[config.mk]
export PLATFORM = sky130hd
export DESIGN_NAME = load_store_unit
export DESIGN_NICKNAME = d
export VERILOG_FILES = /design/src/rtl/load_store_unit.sv
export SDC_FILE = /design/constraint.sdc
export NUM_CORES = 1
export LEC_CHECK = 0
export CAP_MARGIN = 20
export CORE_AREA = 8 8 116 118
export CTS_CLUSTER_DIAMETER = 60
export DETAILED_ROUTE_END_ITERATION = 16
export DIE_AREA = 0 0 124 126
export HOLD_SLACK_MARGIN = 0.15
export PLACE_DENSITY = 0.82
export SLEW_MARGIN = 40
export SYNTH_ARGS = -nofsm -noshare
export SYNTH_HDL_FRONTEND = slang
export SYNTH_SLANG_ARGS = --single-unit
[constraint.sdc]
create_clock -name clk -period 4.5 [get_ports clk]
set_clock_uncertainty 0.1 [all_clocks]
set_input_delay 0.45 -clock clk [delete_from_list [all_inputs] [get_ports clk]]
set_output_delay 0.45 -clock clk [all_outputs]
set_load 0.005 [all_outputs]
[src/rtl/load_store_unit.sv]
// Load/store unit for the RV32I core's memory stage.
// Accepts one byte/half/word access per start pulse, checks it for legality
// and alignment, runs a req/ack handshake with data memory (bounded by a
// timeout), and reports completion via a one-cycle done pulse with fault.
module load_store_unit #(
  parameter int TIMEOUT_CYCLES = 16
) (
  input  logic        clk,
  input  logic        rst,
  input  logic        start,
  input  logic        is_load,
  input  logic        is_store,
  input  logic [2:0]  funct3,
  input  logic [31:0] addr,
  input  logic [31:0] store_data,
  output logic        busy,
  output logic        done,
  output logic        fault,
  output logic [31:0] load_data,
  output logic        mem_req,
  output logic        mem_we,
  output logic [31:0] mem_addr,
  output logic [31:0] mem_wdata,
  output logic [3:0]  mem_be,
  input  logic        mem_ack,
  input  logic [31:0] mem_rdata
);

  localparam int CW = (TIMEOUT_CYCLES > 2) ? $clog2(TIMEOUT_CYCLES) : 1;
  localparam logic [CW-1:0] CNT_MAX = CW'(TIMEOUT_CYCLES - 1);

  typedef enum logic [1:0] {IDLE, ACCESS, RESP} state_e;

  state_e        state_q, state_d;
  logic [31:0]   addr_q, sd_q;
  logic [2:0]    f3_q;
  logic          we_q;
  logic          fault_q, fault_d;
  logic [CW-1:0] cnt_q, cnt_d;
  logic [31:0]   ld_q, ld_d;

  // Request decode on the live inputs; only consulted in IDLE with start=1.
  logic ld_ok, st_ok, legal, misal, accept;
  assign ld_ok  = is_load & ~is_store &
                  (funct3 == 3'b000 || funct3 == 3'b001 || funct3 == 3'b010 ||
                   funct3 == 3'b100 || funct3 == 3'b101);
  assign st_ok  = is_store & ~is_load &
                  (funct3 == 3'b000 || funct3 == 3'b001 || funct3 == 3'b010);
  assign legal  = ld_ok | st_ok;
  assign misal  = ((funct3[1:0] == 2'b01) & addr[0]) |
                  ((funct3[1:0] == 2'b10) & (addr[1:0] != 2'b00));
  assign accept = (state_q == IDLE) & start;

  // Capture the request operands when a start is accepted.
  always_ff @(posedge clk) begin
    if (rst) begin
      addr_q <= '0;
      sd_q   <= '0;
      f3_q   <= '0;
      we_q   <= 1'b0;
    end else if (accept) begin
      addr_q <= addr;
      sd_q   <= store_data;
      f3_q   <= funct3;
      we_q   <= is_store;
    end
  end

  // Store lane steering: replicate data across lanes, enable the target bytes.
  logic [31:0] st_wdata;
  logic [3:0]  st_be;
  always_comb begin
    st_wdata = sd_q;
    st_be    = 4'b1111;
    case (f3_q[1:0])
      2'b00: begin
        st_wdata = {4{sd_q[7:0]}};
        st_be    = 4'b0001 << addr_q[1:0];
      end
      2'b01: begin
        st_wdata = {2{sd_q[15:0]}};
        st_be    = 4'b0011 << addr_q[1:0];
      end
      default: begin
        st_wdata = sd_q;
        st_be    = 4'b1111;
      end
    endcase
  end

  // Load extraction: shift the addressed lane down, then sign/zero extend.
  logic [31:0] lane, ld_ext;
  assign lane = mem_rdata >> {addr_q[1:0], 3'b000};
  always_comb begin
    ld_ext = mem_rdata;
    case (f3_q)
      3'b000:  ld_ext = {{24{lane[7]}}, lane[7:0]};
      3'b001:  ld_ext = {{16{lane[15]}}, lane[15:0]};
      3'b100:  ld_ext = {24'b0, lane[7:0]};
      3'b101:  ld_ext = {16'b0, lane[15:0]};
      default: ld_ext = mem_rdata;
    endcase
  end

  // State, fault flag, timeout counter and load result registers.
  always_ff @(posedge clk) begin
    if (rst) begin
      state_q <= IDLE;
      fault_q <= 1'b0;
      cnt_q   <= '0;
      ld_q    <= '0;
    end else begin
      state_q <= state_d;
      fault_q <= fault_d;
      cnt_q   <= cnt_d;
      ld_q    <= ld_d;
    end
  end

  // Next-state logic: bad requests skip memory entirely and fault in RESP.
  always_comb begin
    state_d = state_q;
    fault_d = fault_q;
    cnt_d   = cnt_q;
    ld_d    = ld_q;
    case (state_q)
      IDLE: begin
        cnt_d = '0;
        if (start) begin
          if (legal && !misal) begin
            state_d = ACCESS;
            fault_d = 1'b0;
          end else begin
            state_d = RESP;
            fault_d = 1'b1;
          end
        end
      end
      ACCESS: begin
        if (mem_ack) begin
          state_d = RESP;
          fault_d = 1'b0;
          if (!we_q) ld_d = ld_ext;
        end else if (cnt_q == CNT_MAX) begin
          state_d = RESP;
          fault_d = 1'b1;
        end else begin
          cnt_d = cnt_q + CW'(1);
        end
      end
      RESP: begin
        state_d = IDLE;
        fault_d = 1'b0;
        cnt_d   = '0;
      end
      default: begin
        state_d = IDLE;
        fault_d = 1'b0;
        cnt_d   = '0;
      end
    endcase
  end

  // Outputs are decoded from state; memory fields are zero outside ACCESS.
  logic in_acc;
  assign in_acc    = (state_q == ACCESS);
  assign busy      = (state_q != IDLE);
  assign done      = (state_q == RESP);
  assign fault     = done & fault_q;
  assign load_data = ld_q;
  assign mem_req   = in_acc;
  assign mem_we    = in_acc & we_q;
  assign mem_addr  = in_acc ? {addr_q[31:2], 2'b00} : 32'h0;
  assign mem_wdata = (in_acc & we_q) ? st_wdata : 32'h0;
  assign mem_be    = in_acc ? (we_q ? st_be : 4'b1111) : 4'b0000;

endmodule

==> flow_summary.toml, run 1 <==
[run_status]
status = "completed"

[route]
wire_per_inst_microns = 17.78
dr_wl_met3_microns = 1832
wl_microns = 18350
drtIter0Drc = 534
viasPerCell = 5.427
route.detailed.drc = 0
vias = 5601
final_antenna_net_count = 0
met2_length_microns = 8637
wl_met1_microns = 7552
routed.top_layer = "met4"
firstDrtPassIters = 5

[global_route]
grt_pass1_vias = 5391
grt_pass1_wl_microns = 28440
grt_util_all_layers_pct = 22.75
overflow = 0
antenna_found_initial = 0
grt_max_degree = 101

[floorplan]
ioPinCount = 210
die_area_sq_um = 15620
chipHeight_microns = 126
num_rows = 40
start_util_pct = 46.13
die_w_microns = 124
core_area_sq_um = 11710

[synth]
synth_seq_area_share_pct = 39.65
yosysTopAreaCell = "dfxtp_1"
ys_types = 49
syn_area_per_cell_sq_um = 7.504
synthMuxAreaShare_pct = 5.790
synth_edf_count = 0
synthAdderAreaFrac_pct = 0.2316
synth_seq_cells = 107
synth_top_family_by_area = "simple AND/OR/NAND/NOR gates"
ys_top_cells_by_area = "dfxtp_1, a21oi_1, nand2_1"
ys.flop_type = "dfxtp_1"
netlist_top_cells_count = "nand2_1, a21oi_1, dfxtp_1"
synth-xor-area-share_pct = 0.4863
synthDominantCellAreaShare_pct = 39.65
yosys_warnings = 0
netlist_instances = 720
syn_area_sq_um = 5403
synth_compound_area_share_pct = 23.32
synthSimpleGateAreaFrac_pct = 24.53
synthArstFlopShare_pct = 0
yosysMostFrequentCell = "nand2_1"

[clock_tree]
clkTransAtPathRegs_ns = 0.07
cts.sinks = 107
numCtsBuffers = 9
post_cts_resized = 0
ctsHtreeMaxLevel = 3
cts_root_buf = "clkbuf_16"
cts_tree = "yes"
clk_latency_ns = 0.34
cts_setup_buffers = 0
cts_hold_buf = 0
max-clock-path-buffers = 2

[worst_setup_path]
cp_top_family = "buffers and inverters"
arrival_ns = 2.79
worst-path-max-fanout = 40
crit_buf_inv = 3
rr_worst_depth = 3
crit_required_ns = 3.95
critPathMaxStageDelay_ns = 0.54
critPathKind = "reg -> out"
cp_cell_sequence = "nand2b_1 -> inv_1 -> buf_4 -> nand2_1 -> a21oi_1 -> clkdlybuf4s50_1"
path_depth = 6
end_kind = "primary output"
slowest_stage = "clkdlybuf4s50_1"
worst_setup_path_start_kind = "flip-flop"

[placed_design]
dpl_worst_slack_ns = 1.536
port_buffers = 207
gp_congestion = 0.8981
dp_hpwl_microns = 13100

[timing]
worst_slack_ns = 1.155
drv_slew = 0
finalSetupViolCount = 0
slew_headroom_pct = 42.91
fin_crit_ns = 3.345
fmax_mhz = 299.0
hold_violations = 0
whs_ns = 0.3494
period_share_pct = 74.33
grt_setup_unrepaired = "no"
tns_ns = 0
worst_pin_slew_ns = 0.8536

[final_layout]
fin_nets = 986
nFillCells = 1040
area_growth_pct = 43.35
antenna_cells = 0
drive_gt1_share_pct = 3.842

[min_path]
min_path_type = "reg -> reg"
min_path_cells = 2

[power_and_ir_drop]
ir_drop_v = 0.0001947
leakage_nw = 2.797
power.density_nw_per_um2 = 291.4

[run]
cap_violations = 0
flip-flops by register name, summed over array words and instances (netlist names):
name / count
load_data: 32
cnt_q: 4
state_q: 2
sd_q: 32
f3_q: 3
addr_q: 32
fault_q: 1
we_q: 1
per-layer routing:
metal | vias to the layer above | GRT usage, %
met3 | 25 | 7.239
met4 | 0 | 6.092
met1 | 2564 | 28.33
met2 | 231 | 36.78
met5 | - | 0
li1 | 2781 | -
layout by cell type (no fill, tap or decap), types with 8 or more instances in the layout:
master and instances:
a211o_1 16, a21oi_1 134, a31oi_1 18, and2_1 31, and3_1 9, clkbuf_16 9, clkdlybuf4s50_1 206, dfxtp_1 105
mux2i_1 29, nand2_1 169, nand2b_1 8, nor2_1 57, o21ai_0 8
where the power goes:
group          switching [mW]  internal (mW)
logic                   0.189          0.173
clock network           0.367          0.493
registers              0.0423          0.992
total                   0.598           1.66
per-stage QoR:
step | total power, mW | instances | area [sq um] | utilization (%)
after floorplan | 1.244 | 721 | 5406 | -
after global placement | 1.413 | 1016 | 7416 | 63.32
after detailed placement | 1.415 | 1016 | 7421 | 63.37
after CTS | 2.269 | 1032 | 7745 | 66.13
after global routing | 2.353 | 1032 | 7745 | 66.13
final | 2.257 | 1032 | 7745 | 66.13
layout make-up:
class | instances | area [sq um] | share of cell area [%]
clock buffers | 9 | 225.2 | 2.908
clock inverters | 7 | 98.84 | 1.276
inverters | 5 | 18.77 | 0.2423
multi-input cells | 543 | 2948 | 38.06
flip-flops and latches | 107 | 2145 | 27.69
well taps | 147 | 183.9 | 2.375
repair buffers | 214 | 2126 | 27.45
cells by family after synthesis:
family | count (synthesis)
AND/OR/NAND/NOR | 298
AO/OA/AOI/OAI | 209
flip-flops | 107
buffers and inverters | 71
multiplexers | 30
XOR/XNOR | 3
adder cells (fa/ha/maj) | 1
other | 1
worst paths after layout:
kind | startpoint | endpoint | slack [ns]
hold / removal | addr_q[25]$_SDFFE_PP0P_ | addr_q[25]$_SDFFE_PP0P_ | 0.35
setup reg to reg | addr_q[1]$_SDFFE_PP0P_ | load_data[30]$_SDFFE_PP0P_ | 2.07
hold reg to reg | addr_q[25]$_SDFFE_PP0P_ | addr_q[25]$_SDFFE_PP0P_ | 0.35
setup / recovery | state_q[0]$_SDFFE_PP0P_ | mem_wdata[13] | 1.16
worst register-to-register path, delay by kind of cell (launching register included):
| family | cells | cell delay, ns |
|---|---|---|
| flops | 1 | 0.83 |
| compound gates | 2 | 0.98 |
| simple gates | 1 | 0.36 |
Note: power is estimated with default switching activity, not from simulation.
==> run 2: changes to the inputs <==
- CORE_AREA: 8 8 116 118 -> 8 8 120 122
- DIE_AREA: 0 0 124 126 -> 0 0 128 130
- PLACE_DENSITY: 0.82 -> 0.77
- clock period: 4.5 -> 3.2 ns (I/O delays scaled with it)
==> run 2 against run 1 <==
Compared with the run above: die area is 6.5% higher; count of clock-buffer cells in the layout increased by 1; register-to-register slack got worse by 1.0 ns; global-route usage decreased by 0.95 points; final area up 0.68%; utilization is 3.3 points lower; power rose by 35%; routed wire length grew 1.6%; setup slack worse by 0.72 ns; critical endpoint is now mem_wdata[9]; highest routed layer unchanged.
==> flow_summary.toml, run 2 (synthesis results as in run 1) <==
[placed_design]
dp.cells = 1049
port_buffers = 207
gp_congestion = 0.8752
dp_hpwl_microns = 13630

[global_route]
overflow = 0
grt_pass1_wl_microns = 28990
grt_util_all_layers_pct = 21.80
antenna_found_initial = 0
grt_pass1_vias = 5488
grt_max_degree = 47

[clock_tree]
ctsHtreeMaxLevel = 3
cts_root_buf = "clkbuf_16"
max-clock-path-buffers = 2
clk_latency_ns = 0.34
cts_tree = "yes"
post_cts_resized = 0
cts_setup_buffers = 0
clkTransAtPathRegs_ns = 0.07
cts.sinks = 107
cts_hold_buf = 0
numCtsBuffers = 9

[route]
wl_microns = 18650
route.detailed.drc = 0
wire_per_inst_microns = 17.51
firstDrtPassIters = 6
viasPerCell = 5.347
drtIter0Drc = 508
vias = 5695
final_antenna_net_count = 0

[power_and_ir_drop]
leakage_nw = 2.799
ir_drop_v = 0.0002663
power.density_nw_per_um2 = 389.7

[timing]
finalSetupViolCount = 0
tns_ns = 0
hold_violations = 0
period_share_pct = 86.47
worst_pin_slew_ns = 0.7422
grt_setup_unrepaired = "no"
drv_slew = 0
fin_crit_ns = 2.767
slew_headroom_pct = 50.33
fmax_mhz = 361.4

[worst_setup_path]
crit_required_ns = 2.78
worst_setup_path_start_kind = "flip-flop"
slowest_stage = "nor2_1"
arrival_ns = 2.35
cp_cell_sequence = "nor2_1 -> nand2_1 -> a21oi_1 -> clkdlybuf4s50_1"
critPathMaxStageDelay_ns = 0.62
end_kind = "primary output"
worst-path-max-fanout = 31
critPathKind = "reg -> out"

[final_layout]
stdcell_count = 1065
fin_nets = 994
area_growth_pct = 44.33
antenna_cells = 0
drive_gt1_share_pct = 4.591
final_common_cell = "clkdlybuf4s50_1"
final_cell_mix = "clkdlybuf4s50_1, nand2_1, a21oi_1"

[run_status]
status = "completed"

[floorplan]
ioPinCount = 210
chipHeight_microns = 130
start_util_pct = 43.52
core_area_sq_um = 12410
die_w_microns = 128
num_rows = 41
die_area_sq_um = 16640

[run]
cap_violations = 0

[min_path]
min_path_type = "in -> reg"
[run 2: changes by cell type in the layout (fill, tap and decap cells not counted), sizes merged]
cell      delta
clkbuf       +1
clkinv       -2
bufinv       -2
clkinvlp     +4
buf          +8
inv          -1
[run 2: final timing paths]
check                                                from                          to  slack (ns)  cells past startpoint
worst max-delay path                 f3_q[1]$_SDFFE_PP0P_                mem_wdata[9]        0.43                      4
worst min-delay path                                  rst       sd_q[15]$_SDFFE_PP0P_        0.26                      2
worst max register to register       f3_q[1]$_SDFFE_PP0P_  load_data[29]$_SDFFE_PP0P_        1.02                      5
worst min register to register  load_data[0]$_SDFFE_PP0P_   load_data[0]$_SDFFE_PP0P_        0.34                      2
[run 2: power by group]
part | leakage (nW) | switching [mW] | internal (mW)
sequential | 0.874 | 0.0552 | 1.39
clock | 0.123 | 0.529 | 0.536
combinational | 1.80 | 0.273 | 0.251
[run 2: routing by layer]
| layer | part of all wire, % | global-route usage [%] |
|---|---|---|
| met5 | 0 | 0 |
| met4 | 1.9 | 6.434 |
| met3 | 9.5 | 7.018 |
| met2 | 47 | 35.25 |
| met1 | 42 | 27.19 |
[run 2: stage by stage]
stage / total power, mW / area, sq um / hold WS [ns] / utilization, % / worst slack, ns
2_1_floorplan: 1.750 / 5406 / 0.3317 / - / 1.504
3_3_place_gp: 1.998 / 7507 / 0.3261 / 60.47 / 0.7605
3_5_place_dp: 1.999 / 7507 / 0.3315 / 60.47 / 0.6510
4_1_cts: 3.052 / 7786 / 0.2507 / 62.72 / 0.2387
5_1_grt: 3.165 / 7797 / 0.2615 / 62.81 / 0.2573
6_report: 3.038 / 7797 / 0.2638 / 62.81 / 0.4328
[run 2: worst max-delay path: cells and delay by family (launching register included)]
kind	cells	cell delay [ns]
simple gates	2	0.74
flops	1	0.51
compound gates	1	0.21
buf+inv	1	0.55
[run 2: layout make-up]
class / count / area, sq um
sequential: 107 / 2143
multi-input combinational: 543 / 2959
inverter: 5 / 18.77
clock inverter: 6 / 50.05
clock buffer: 10 / 229.0
timing repair buffer: 222 / 2182
fill: 1137 / 4617
tap: 172 / 215.2
